===== src/rtl/uart_tx_framer.sv =====
// uart_tx_framer
//   Asynchronous serial transmitter with a one-entry holding register.
//   Frame: start bit (0), p_data_bits data bits LSB first, optional parity bit,
//   one or two stop bits (1). Each bit lasts N = p_clk_speed_hz / p_baud_rate
//   clock cycles. Payload and frame format are latched at the handshake, so
//   configuration changes never affect a frame already accepted.
//
// Ports
//   clk_i          system clock, rising edge
//   rst_n_i        synchronous active-low reset
//   tx_data_i      payload, LSB transmitted first
//   tx_valid_i     payload valid
//   tx_ready_o     holding register empty (handshake when valid & ready)
//   parity_mode_i  00 none, 01 even, 10 odd, 11 mark
//   stop_sel_i     0 one stop bit, 1 two stop bits
//   break_i        hold the line low while idle; start of a frame is deferred
//   tx_o           registered serial line, idle high
//   busy_o         frame in progress
//   frame_done_o   one-cycle pulse on the last cycle of each frame
module uart_tx_framer #(
  parameter int p_clk_speed_hz = 50_000_000,
  parameter int p_baud_rate    = 9_600,
  parameter int p_data_bits    = 8
) (
  input  logic                   clk_i,
  input  logic                   rst_n_i,
  input  logic [p_data_bits-1:0] tx_data_i,
  input  logic                   tx_valid_i,
  output logic                   tx_ready_o,
  input  logic [1:0]             parity_mode_i,
  input  logic                   stop_sel_i,
  input  logic                   break_i,
  output logic                   tx_o,
  output logic                   busy_o,
  output logic                   frame_done_o
);

  localparam int unsigned N  = p_clk_speed_hz / p_baud_rate;
  localparam int unsigned CW = (N > 1) ? $clog2(N) : 1;
  localparam int unsigned IW = $clog2(p_data_bits);

  localparam logic [CW-1:0] CNT_LAST    = CW'(N - 1);
  localparam logic [CW-1:0] CNT_PRELAST = CW'(N - 2);
  localparam logic [IW-1:0] BIT_LAST    = IW'(p_data_bits - 1);

  if (N < 2) begin : g_bad_rate
    $error("uart_tx_framer: bit period must be at least 2 clock cycles");
  end
  if (p_data_bits < 5 || p_data_bits > 9) begin : g_bad_width
    $error("uart_tx_framer: p_data_bits must be in 5..9");
  end

  typedef enum logic [2:0] {IDLE, START, DATA, PARITY, STOP} state_t;

  state_t                 state;
  logic [CW-1:0]          cnt;
  logic [IW-1:0]          bit_idx;
  logic [p_data_bits-1:0] shreg;
  logic                   par_bit;
  logic                   par_en;
  logic                   stop_two;
  logic                   stop_second;

  logic                   hold_full;
  logic [p_data_bits-1:0] hold_data;
  logic [1:0]             hold_mode;
  logic                   hold_stop;

  logic                   tx_q;
  logic                   done_q;

  logic bit_end;
  logic pre_end;
  logic stop_last_period;
  logic handshake;
  logic start_frame;

  always_comb begin
    bit_end          = (cnt == CNT_LAST);
    pre_end          = (cnt == CNT_PRELAST);
    stop_last_period = stop_second || !stop_two;
    handshake        = tx_valid_i && !hold_full;
    // A frame starts from IDLE (unless break holds the line) or directly off
    // the last stop cycle of the previous frame, giving zero idle gap.
    start_frame      = hold_full &&
                       (((state == IDLE) && !break_i) ||
                        ((state == STOP) && bit_end && stop_last_period));
  end

  always_ff @(posedge clk_i) begin
    if (!rst_n_i) begin
      state       <= IDLE;
      cnt         <= '0;
      bit_idx     <= '0;
      shreg       <= '0;
      par_bit     <= 1'b0;
      par_en      <= 1'b0;
      stop_two    <= 1'b0;
      stop_second <= 1'b0;
      hold_full   <= 1'b0;
      hold_data   <= '0;
      hold_mode   <= '0;
      hold_stop   <= 1'b0;
      tx_q        <= 1'b1;
      done_q      <= 1'b0;
    end else begin
      done_q <= 1'b0;

      if (handshake) begin
        hold_full <= 1'b1;
        hold_data <= tx_data_i;
        hold_mode <= parity_mode_i;
        hold_stop <= stop_sel_i;
      end

      case (state)
        IDLE: begin
          cnt  <= '0;
          tx_q <= ~break_i;
        end
        START: begin
          if (bit_end) begin
            cnt     <= '0;
            bit_idx <= '0;
            state   <= DATA;
            tx_q    <= shreg[0];
          end else begin
            cnt <= cnt + CW'(1);
          end
        end
        DATA: begin
          if (bit_end) begin
            cnt <= '0;
            if (bit_idx == BIT_LAST) begin
              stop_second <= 1'b0;
              if (par_en) begin
                state <= PARITY;
                tx_q  <= par_bit;
              end else begin
                state <= STOP;
                tx_q  <= 1'b1;
              end
            end else begin
              bit_idx <= bit_idx + IW'(1);
              shreg   <= shreg >> 1;
              tx_q    <= shreg[1];
            end
          end else begin
            cnt <= cnt + CW'(1);
          end
        end
        PARITY: begin
          if (bit_end) begin
            cnt         <= '0;
            stop_second <= 1'b0;
            state       <= STOP;
            tx_q        <= 1'b1;
          end else begin
            cnt <= cnt + CW'(1);
          end
        end
        STOP: begin
          // frame_done is registered, so it is armed one cycle before the end.
          if (pre_end && stop_last_period) begin
            done_q <= 1'b1;
          end
          if (bit_end) begin
            cnt <= '0;
            if (!stop_last_period) begin
              stop_second <= 1'b1;
            end else begin
              state <= IDLE;
              tx_q  <= ~break_i;
            end
          end else begin
            cnt <= cnt + CW'(1);
          end
        end
        default: begin
          state <= IDLE;
          tx_q  <= 1'b1;
        end
      endcase

      // Holding register moves into the shifter; overrides the case above.
      if (start_frame) begin
        state     <= START;
        cnt       <= '0;
        tx_q      <= 1'b0;
        hold_full <= 1'b0;
        shreg     <= hold_data;
        par_en    <= (hold_mode != 2'b00);
        stop_two  <= hold_stop;
        case (hold_mode)
          2'b10:   par_bit <= ~^hold_data;
          2'b11:   par_bit <= 1'b1;
          default: par_bit <= ^hold_data;
        endcase
      end
    end
  end

  assign tx_o         = tx_q;
  assign tx_ready_o   = ~hold_full;
  assign busy_o       = (state != IDLE);
  assign frame_done_o = done_q;

endmodule


===== config.mk =====
export PLATFORM = sky130hd
export DESIGN_NAME = uart_tx_framer
export DESIGN_NICKNAME = d
export VERILOG_FILES = /design/src/rtl/uart_tx_framer.sv
export SDC_FILE = /design/constraint.sdc
export NUM_CORES = 1
export LEC_CHECK = 0
export ABC_AREA = 1
export BUFFER_PORTS_ARGS = -buffer_cell sky130_fd_sc_hd__buf_4
export CAP_MARGIN = 10
export CELL_PAD_IN_SITES_DETAIL_PLACEMENT = 0
export CELL_PAD_IN_SITES_GLOBAL_PLACEMENT = 1
export CORE_ASPECT_RATIO = 0.6
export CORE_UTILIZATION = 43
export DETAILED_ROUTE_END_ITERATION = 10
export PLACE_DENSITY_LB_ADDON = 0.1
export SLEW_MARGIN = 20
export SYNTH_ARGS = -nofsm -noshare
export SYNTH_HDL_FRONTEND = slang
export SYNTH_SLANG_ARGS = --single-unit

===== constraint.sdc =====
create_clock -name clk_i -period 1.6 [get_ports clk_i]
set_input_delay 0.32 -clock clk_i [delete_from_list [all_inputs] [get_ports clk_i]]
set_output_delay 0.32 -clock clk_i [all_outputs]
set_load 0.02 [all_outputs]

# Yosys cells after proc, flatten, opt, wreduce, memory -nomap -nowiden

Cells that the tools add are included.

Add/sub/neg operators: 2
Eq/ne operators: 25
Mux-type cells: 36
Bitwise logic cells: 4
Reduce and logical (&&, ||, !) cells: 30

Operators with widths:

| kind                  | count |
|---|---|
| $mux 8                | 4 |
| $mux 3                | 10 |
| $eq 13x13->1 const B  | 2 |
| $pmux 13 s2           | 1 |
| $ne 2x2->1 const B    | 10 |
| $ne 3x3->1 const B    | 6 |
| $mux 1                | 15 |
| $pmux 3 s5            | 1 |
| $reduce_and 7->1      | 2 |
| $add 13x1->13 const B | 1 |
| $mux 13               | 1 |
| $reduce_bool 2->1     | 5 |
| $reduce_xnor 8->1     | 1 |
| $reduce_xor 8->1      | 1 |
| $eq 3x2->1 const B    | 2 |
| $eq 3x3->1 const B    | 2 |
| $logic_and 1x1->1     | 6 |
| $pmux 3 s2            | 1 |
| $reduce_and 6->1      | 1 |
| $reduce_bool 3->1     | 2 |
| $pmux 1 s5            | 1 |
| $reduce_and 5->1      | 1 |
| $eq 2x2->1 const B    | 2 |
| $not 1->1             | 4 |
| 12 further kinds      | 15 |

Bits in registers: 45
Input port bits: 15
Output and inout bits: 4
Word-level logic and storage cells: 112

# Depth between registers and ports, before layout

Gate-level depths: netlist of the first run.

Depth in word-level cells: 7
Gate-level depth with buffers: 11
Gate-level depth less buffers: 11

# Worst setup path after synthesis of the first run

Ideal clock, no wire load.

Path type: register to register
From: register cnt[0]
To: register cnt[10]
Library setup time: 0.116 ns
Arrival time: 1.365 ns
Data required time: 1.484 ns
Slack: 0.119 ns
Stages on the path, launching flop included: 10
Path buffers: 0
Clock period less this slack: 1.481 ns
Cell sequence: dfxtp_1 ha_1 nand3_2 nor2_4 nand3_2 nand2_4 nand2_4 nand2_4 inv_4 and3_1

Word-level cells in the longest chain between the ends: 6
Elaborated cells on any way between the ends: 9
Those cells by class: add/sub: 1; eq/ne: 1; mux: 2; reduce/logical: 5

Ends and longest elaborated chain:

| item                                                                  | RTL line | RTL |
|---|---|---|
| start, declared                                                       | 56       | `logic [CW-1:0] cnt;` |
| start signal, assigned                                                | 128      | `cnt <= cnt + CW'(1);` |
| start signal, assigned                                                | 149      | `cnt <= cnt + CW'(1);` |
| start signal, assigned                                                | 159      | `cnt <= cnt + CW'(1);` |
| parallel branches: the longest is 6 deep, another holds $add 13x1->13 | n/a      |  |

Several ways; the timed one is not identified.
A chain may end at the register's enable or synchronous reset.

# Worst setup path after layout of the first run

From: register state[0]
To: output busy_o

Word-level cells in the longest chain between the ends: 1

Ends and longest elaborated chain:

| item                   | RTL line | RTL |
|---|---|---|
| start, declared        | 55       | `state_t state;` |
| start signal, assigned | 92       | `state <= IDLE;` |
| start signal, assigned | 125      | `state <= DATA;` |
| start signal, assigned | 137      | `state <= PARITY;` |
| $reduce_bool 3->1      | 205      | `assign busy_o = (state != IDLE);` |
| end, declared          | 34       | `output logic busy_o,` |

Every way passes these cells.

==> impl_metrics.json, run 1 <==
{
  "comb_power_share": 0.311,
  "start_kind": "register",
  "clock_path_buffers": 2,
  "p_sw_uw": 1050,
  "endpoint_kind": "primary output",
  "final-instance-count-excl-fill": 436,
  "fp.dieW_um": 98.5,
  "final_layout_size_suffix_gt1_frac": 0.265,
  "setup_viol": 0,
  "yosysWarnings": 0,
  "crit_type": "reg2out",
  "ir_worst_vdd_mv": 0.506,
  "ant_nets": 0,
  "rsz0062_at_grt": "true",
  "final_area_um2": 2940,
  "cts_buffers": 5,
  "holdBufCountCts": 0,
  "status": "finished, final reports clean",
  "vias": 2120,
  "required_ps": 1280,
  "first_pass_iters": 5,
  "crit_path_max_fanout": 4,
  "sw_frac_of_total": 0.356,
  "dieArea_um2": 5900,
  "fin_worst_skew_ps": 9.57,
  "port_buffers": 18,
  "dr.first_iter.drc_count": 84,
  "leakagePower_uw": 0.00125,
  "io_pins": 19,
  "maxSlewHeadroom": 0.745,
  "arrival_ps": 1240,
  "setup-tns-final_ps": 0,
  "r2r_cells": 11,
  "hpwl_um": 4270,
  "cts_max_level": 2,
  "synth_top_area_frac": 0.375,
  "finalCriticalPeriod_ps": 1560,
  "synth_nets": 352,
  "track_usage": 0.203,
  "synth_area_leaders": "dfxtp_1 38%, nand2_1 11%, nor2_1 7.5%, inv_1 5.3%, o21ai_0 4.0%",
  "clk-insertion-delay-late_ps": 300,
  "fin_crit_sh": 0.977,
  "place_congestion": 0.807,
  "maxCapViolations": 0,
  "tightest_slew_ps": 383,
  "fin_util": 0.565,
  "clock.fmax_mhz": 640,
  "first_global_vias": 1822,
  "synth_cells": 333,
  "tritoncts": "built",
  "timing.hold.ws_ps": 230,
  "synth_ff_type": "dfxtp_1",
  "clock_sinks": 45,
  "syn_area_per_cell_um2": 7.21,
  "initial_core_util": 0.462,
  "grt_overflow_total": 0,
  "antenna_found_initial": 0,
  "n_antenna_cell": 0,
  "netlist_area_um2": 2400,
  "p_seq_frac": 0.443,
  "drc": 0,
  "routed_wl_um": 5730,
  "clkTransAtPathRegs_ps": 90,
  "hp-class": "in2reg",
  "power.density_nw_per_um2": 1000,
  "ys_ff_latch": 45,
  "final_hold_viol_count": 0,
  "yosys.area.top_type": "dfxtp_1",
  "die_height_um": 59.9,
  "wl_per_cell_um": 13.1,
  "p_clk_frac": 0.246,
  "dp.cells": 424,
  "min_path_cells": 3,
  "rows": 20,
  "finalMaxSlewViolations": 0,
  "grt_max_degree": 20,
  "seq_area_frac_synth": 0.375,
  "avgViaCountPerCell": 4.86,
  "synth_edf_count": 0,
  "place_area_um2": 2700,
  "p_int_uw": 1900,
  "root_buffer": "clkbuf_8",
  "ys_types": 33,
  "fin_nets": 388,
  "grt_pass1_wl_um": 9070,
  "syn_to_final_growth_pct": 22.3,
  "core-area_um2": 5200,
  "synthArstFlopShare": 0
}
==> flip-flops by register name, indices dropped and copies added (netlist names) <==
name          flops
cnt              13
par_bit           1
stop_second       1
frame_done_o      1
tx_o              1
hold_data         8
hold_mode         2
stop_two          1
hold_stop         1
hold_full         1
bit_idx           3
state             3
shreg             8
par_en            1
==> power by group through the flow <==
stage	logic (µW)	registers (µW)	clock network, µW
CTS	833	1290	745
global route	1010	1320	802
finish	919	1310	725
detailed placement	818	1310	0
global placement	818	1310	0
floorplan	551	1310	0
==> placed cells by master (no fill, tap or decap), drive strengths merged, types with 7 or more instances in the layout <==
master  count
nand2      79
nor2       58
dfxtp      45
inv        42
buf        35
o21ai      27
nand3      20
a21oi      17
nor3       11
xor2        7
==> final cells by class <==
class                           count  area (µm²)
Clock buffer                        5        68.8
Fill cell                         504        2270
Tap cell                           66        82.6
Multi-Input combinational cell    240        1400
Sequential cell                    45         915
Clock inverter                      3        17.5
Inverter                           42         168
Timing Repair Buffer               35         287
==> worst paths after layout <==
check,from,endpoint,slack [ps]
max,state[0],busy_o,40
min,tx_data_i[6],hold_data[6],230
max reg2reg,state[1],shreg[0],50
min reg2reg,par_bit,par_bit,460
==> worst max-delay path: stages, from the launching register on <==
cell and delay (ps):
dfxtp_4 370, nor2_4 120, inv_2 70, nor2_4 130
buf_6 110, inv_2 30, buf_6 110
==> metrics by stage <==
step	setup WS [ps]	total power [µW]
finish	36.6	2950
floorplan	119	1860
detailed placement	-23.2	2130
global route	-34.6	3130
CTS	-1.80	2870
global placement	-34.9	2130
==> logic make-up (layout without fill, tap and decap cells) <==
kind of cell	Yosys count	in the layout	synth area share
AND/OR/NAND/NOR	174	174	0.353
AO/OA/AOI/OAI	50	50	0.124
buffers and inverters	48	85	0.0828
flip-flops	45	45	0.375
adder cells (fa/ha/maj)	4	4	0.0208
XOR/XNOR	12	12	0.0437
==> metal layers <==
layer | part of all wire | up-vias | GRT usage
li1 | - | 1135 | -
met1 | 0.58 | 956 | 0.329
met2 | 0.37 | 27 | 0.253
met3 | 0.045 | 2 | 0.0491
met4 | 0.0033 | 0 | 0.0512
met5 | 0 | - | 0
==> Yosys cell counts (3+ instances only) <==
cell and n:
nand2_1 70, nor2_1 48, dfxtp_1 45, inv_1 34, o21ai_0 19, nand3_1 16, a21oi_1 14, nor3_1 10
o21ai_1 8, xor2_1 7, nand2_4 6, nor2_2 6, inv_2 5, xnor2_1 5, ha_1 4, nand3_2 4
and3_1 3, buf_2 3, inv_4 3, nand2_2 3
==> what timing repair did <==
| item | CTS | global route |
|---|---|---|
| gates cloned | 0 | 0 |
| gates resized for setup | 6 | 28 |
| setup buffers | 1 | 3 |
| endpoints found under the setup margin | 11 | 32 |
| pin swaps | 1 | 9 |
(Power assumes the default switching activity.)
==> run 2: changes to the inputs <==
RECOVER_POWER = 25   (was default)
==> run 2 against run 1 <==
  * Via count decreased by 0.80%
  * Critical path depth unchanged
  * Global-route usage unchanged
  * Hold slack got worse by 1.8 ps
  * Die area unchanged
  * Critical endpoint unchanged
  * Largest cell class unchanged
  * Largest power group unchanged
==> impl_metrics.json, run 2 (synthesized netlist as in run 1, its figures left out) <==
{
  "fin_crit_sh": 0.980,
  "rows": 20,
  "setup_ws_ps": 32.6,
  "fin_worst_skew_ps": 11.2,
  "final_common_cell": "nand2_1",
  "avgViaCountPerCell": 4.82,
  "hpwl_um": 4270,
  "first_pass_iters": 4,
  "cts_max_level": 2,
  "r2r_setup_slack_ps": 50,
  "die_height_um": 59.9,
  "final_layout_size_suffix_gt1_frac": 0.259,
  "largest-register": "cnt",
  "hp-class": "in2reg",
  "grt_overflow_total": 0,
  "fillCellCount": 508,
  "largest_reg_flops": 13,
  "tritoncts": "built",
  "clock_sinks": 45,
  "min_path_cells": 3,
  "ant_nets": 0,
  "clk-insertion-delay-late_ps": 310,
  "wl_per_cell_um": 13.1,
  "setup-tns-final_ps": 0,
  "first_global_vias": 1822,
  "grt_max_degree": 20,
  "clock_path_buffers": 2,
  "r2r_cells": 11,
  "reg.largest.list": "cnt: 13 flops, hold_data: 8 flops, shreg: 8 flops",
  "clock.fmax_mhz": 638,
  "drc": 0,
  "crit_path_max_fanout": 4,
  "clkTransAtPathRegs_ps": 100,
  "maxSlewHeadroom": 0.745,
  "dp.cells": 424,
  "setup_viol": 0,
  "mostFrequentLayoutCells": "68 x nand2_1, 45 x nor2_1, 38 x dfxtp_1",
  "place_ws_ps": -23.2,
  "fin_nets": 388,
  "initial_core_util": 0.462,
  "final_hold_viol_count": 0,
  "fp.dieW_um": 98.5,
  "grt_pass1_wl_um": 9070,
  "io_pins": 19,
  "endpoint_kind": "primary output",
  "holdBufCountCts": 0,
  "n_antenna_cell": 0,
  "cts_buffers": 5,
  "leakagePower_uw": 0.00125,
  "finalCriticalPeriod_ps": 1570,
  "crit_type": "reg2out",
  "start_kind": "register",
  "rsz0062_at_grt": "true",
  "timing.rr.end": "shreg[0]",
  "dr.first_iter.drc_count": 82,
  "startpoint": "state[0]",
  "tightest_slew_ps": 383,
  "finalMaxSlewViolations": 0,
  "total_power_uw": 2940,
  "ir_worst_vdd_mv": 0.506,
  "place_congestion": 0.807,
  "final-instance-count-excl-fill": 436,
  "reg2reg_from": "state[1]",
  "root_buffer": "clkbuf_8",
  "syn_to_final_growth_pct": 22.0,
  "track_usage": 0.203,
  "antenna_found_initial": 0,
  "core-area_um2": 5200,
  "status": "finished, final reports clean",
  "power.density_nw_per_um2": 1000,
  "dieArea_um2": 5900,
  "arrival_ps": 1250,
  "vias": 2103,
  "port_buffers": 18,
  "maxCapViolations": 0,
  "crit_path_end": "busy_o",
  "routed_wl_um": 5700,
  "required_ps": 1280
}
[run 2: changes by cell type in the layout (fill, tap and decap cells not counted)]
| cell | previous run | this run |
|---|---|---|
| clkbuf_1 | 0 | 2 |
| buf_4 | 31 | 29 |
[run 2: power breakdown]
group	internal, µW	switching (µW)
clock network	303	419
registers	1210	94.6
logic	376	534
total	1890	1050
[run 2: worst max-delay path, cell delays in order, from the launching register on]
cell and delay, ps:
dfxtp_4 370, nor2_4 120, inv_2 70, nor2_4 130
buf_6 110, inv_2 30, buf_6 110
[run 2: area by class of cell]
type / instances / area (µm²) / area share
sequential: 45 / 915 / 0.312
clock inverter: 3 / 17.5 / 0.00598
multi-input combinational: 240 / 1400 / 0.478
inverter: 42 / 168 / 0.0572
clock buffer: 5 / 68.8 / 0.0235
timing repair buffer: 35 / 279 / 0.0952
tap: 66 / 82.6 / 0.0282
[run 2: worst min-delay path by stage]
stage / to / startpoint / slack, ps
floorplan: par_bit / par_bit / 430
global placement: par_bit / par_bit / 440
detailed placement: par_bit / par_bit / 440
CTS: hold_data[2] / tx_data_i[2] / 230
global route: hold_data[6] / tx_data_i[6] / 220
finish: hold_data[6] / tx_data_i[6] / 230
[run 2: stage by stage]
stage | cell area, µm² | hold WS, ps | util
2_1_floorplan | 2400 | 427 | -
3_3_place_gp | 2700 | 442 | 0.518
3_5_place_dp | 2700 | 440 | 0.518
4_1_cts | 2800 | 225 | 0.539
5_1_grt | 2930 | 223 | 0.563
6_report | 2930 | 228 | 0.563
[run 2: routing by layer]
layer  track usage  part of all wire  vias to the layer above
met5             0                 0                        -
met4        0.0512            0.0033                        0
met3        0.0491             0.048                        2
met2         0.253              0.37                       33
met1         0.329              0.58                      933
li1              -                 -                     1135
[run 2: timing repair]
item,in CTS,in global routing
setup endpoints to repair,11,32
pin swaps,1,9
buffers inserted,1,3
gates resized for setup,6,28
==> run 3: changes to the inputs <==
CORE_UTILIZATION = 39   (was 43)
clock period = 1.25 ns   (was 1.6 ns; I/O delays follow)
==> run 3 against run 2 <==
  * Cell area up 23%
  * Hold slack worse by 66 ps
  * Clock skew shrank 3.5 ps
  * The flow now finishes with violations (setup timing)
  * Clock power is 34% higher
  * Cell count grew 15%
  * Wire length is 19% higher
  * Via count rose by 14%
  * Sequential cell count is the same
  * Largest cell class unchanged
  * Die area rose by 10%
==> impl_metrics.json, run 3 (synthesized netlist as in run 1, its figures left out) <==
{
  "status": "finished, violations left",
  "violations": "setup timing",
  "fin_crit_sh": 1.23,
  "final_hold_viol_count": 0,
  "setup_viol": 34,
  "total_power_uw": 4380,
  "antenna_found_initial": 0,
  "first_global_vias": 2233,
  "die_height_um": 62.8,
  "largest-register": "cnt",
  "avgViaCountPerCell": 4.77,
  "clkTransAtPathRegs_ps": 90,
  "path_cells": "ha_4 > nand3_4 > nor2_4 > nand3_2 > nand2_4 > nand2_8 > nand2_8 > clkinv_8 > and3_4",
  "syn_to_final_growth_pct": 50.1,
  "drc": 0,
  "crit_path_max_fanout": 7,
  "required_ps": 1460,
  "crit_type": "reg2reg",
  "ir_worst_vdd_mv": 0.902,
  "m1WireLength_um": 3710,
  "largest_reg_flops": 13,
  "setup_ws_ps": -289,
  "crit_buf_inv": 1,
  "startpoint": "cnt[0]",
  "dieArea_um2": 6490,
  "met2WireLength_um": 2790,
  "clock_path_buffers": 2,
  "wl_met3_um": 183,
  "fin_worst_skew_ps": 7.75,
  "maxSlewHeadroom": 0.757,
  "final_layout_size_suffix_gt1_frac": 0.447,
  "place_area_um2": 3120,
  "grt_max_degree": 13,
  "ant_nets": 0,
  "n_antenna_cell": 0,
  "setup-tns-final_ps": -8050,
  "hp-class": "in2reg",
  "root_buffer": "clkbuf_8",
  "crit_top_cell": "nand2_8",
  "holdBufCountCts": 0,
  "port_buffers": 18,
  "cts_buffers": 5,
  "finalCriticalPeriod_ps": 1540,
  "fin_nets": 440,
  "final_common_cell": "buf_4",
  "mostFrequentLayoutCells": "75 x buf_4, 60 x nand2_1, 38 x nor2_1",
  "max_stage_delay_ps": 360,
  "tritoncts": "built",
  "arrival_ps": 1750,
  "dr.first_iter.drc_count": 85,
  "reg.largest.list": "cnt: 13 flops, hold_data: 8 flops, shreg: 8 flops",
  "finalMaxSlewViolations": 0,
  "track_usage": 0.222,
  "clock_sinks": 45,
  "endpoint_kind": "register",
  "first_pass_iters": 6,
  "io_pins": 19,
  "power.density_nw_per_um2": 1220,
  "grt_overflow_total": 0,
  "tightest_slew_ps": 364,
  "reg2reg_from": "cnt[0]",
  "holdCritStartpoint": "tx_data_i[4]",
  "core-area_um2": 5750,
  "cts_max_level": 2,
  "maxCapViolations": 0,
  "hpwl_um": 4710,
  "rsz0062_at_grt": "true",
  "final_area_um2": 3610,
  "vias": 2389,
  "rows": 21,
  "routed_wl_um": 6770,
  "clock.fmax_mhz": 650,
  "initial_core_util": 0.417,
  "wl_per_cell_um": 13.5,
  "top_layer": "met4",
  "cpMaxStageDelayCell": "dfxtp_2",
  "leakagePower_uw": 0.00155,
  "fp.dieW_um": 103,
  "path_delay_family": "simple AND/OR/NAND/NOR gates",
  "clk-insertion-delay-late_ps": 310,
  "place_congestion": 0.810,
  "grt_pass1_wl_um": 10800,
  "start_kind": "register"
}
[run 3: changes by cell type in the layout (fill, tap and decap cells not counted), sizes merged]
| cell | previous run | this run |
|---|---|---|
| buf | 33 | 84 |
| clkbuf | 7 | 9 |
| clkinv | 2 | 1 |
| clkinvlp | 1 | 0 |
[run 3: path summary, 6_finish.rpt]
kind / to / slack (ps) / cells after the start
min: hold_data[4] / 160 / 3
max reg2reg: cnt[10] / -290 / 9
max: cnt[10] / -290 / 9
min reg2reg: par_bit / 460 / 2
[run 3: per-stage QoR]
stage / hold slack (ps) / setup slack [ps] / instances / util
floorplan: 385 / -122 / 333 / -
global placement: 433 / -319 / 483 / 0.543
detailed placement: 436 / -272 / 483 / 0.543
CTS: 158 / -254 / 497 / 0.590
global route: 167 / -362 / 501 / 0.627
finish: 162 / -289 / 501 / 0.627
[run 3: repair_timing]
| action | 4_1_cts | 5_1_grt |
|---|---|---|
| endpoints found under the setup margin | 34 | 35 |
| buffers inserted | 7 | 2 |
| cloned | 0 | 2 |
| pin swaps | 17 | 33 |
| resized for setup | 39 | 45 |
[run 3: per-layer routing]
| metal | global-route usage | vias up |
|---|---|---|
| li1 | - | 1242 |
| met1 | 0.342 | 1108 |
| met2 | 0.303 | 29 |
| met3 | 0.0503 | 10 |
| met4 | 0.0634 | 0 |
| met5 | 0 | - |
[run 3: report_power, final]
part           switching (µW)  internal, µW
Clock                     523           440
Combinational             938           830
Sequential               95.0          1560
Total                    1560          2830
[run 3: area by class of cell]
cell class                 instances  area, µm²
fill                             493       2150
multi-input combinational        240       1610
sequential                        45        918
timing repair buffer              86        702
inverter                          42        183
tap                               80        100
clock buffer                       7       86.3
timing repair inverter             1       11.3
[run 3: worst min-delay path, stage by stage]
cell	delay, ps
buf_4	80
nor2_1	30
nor2_1	80
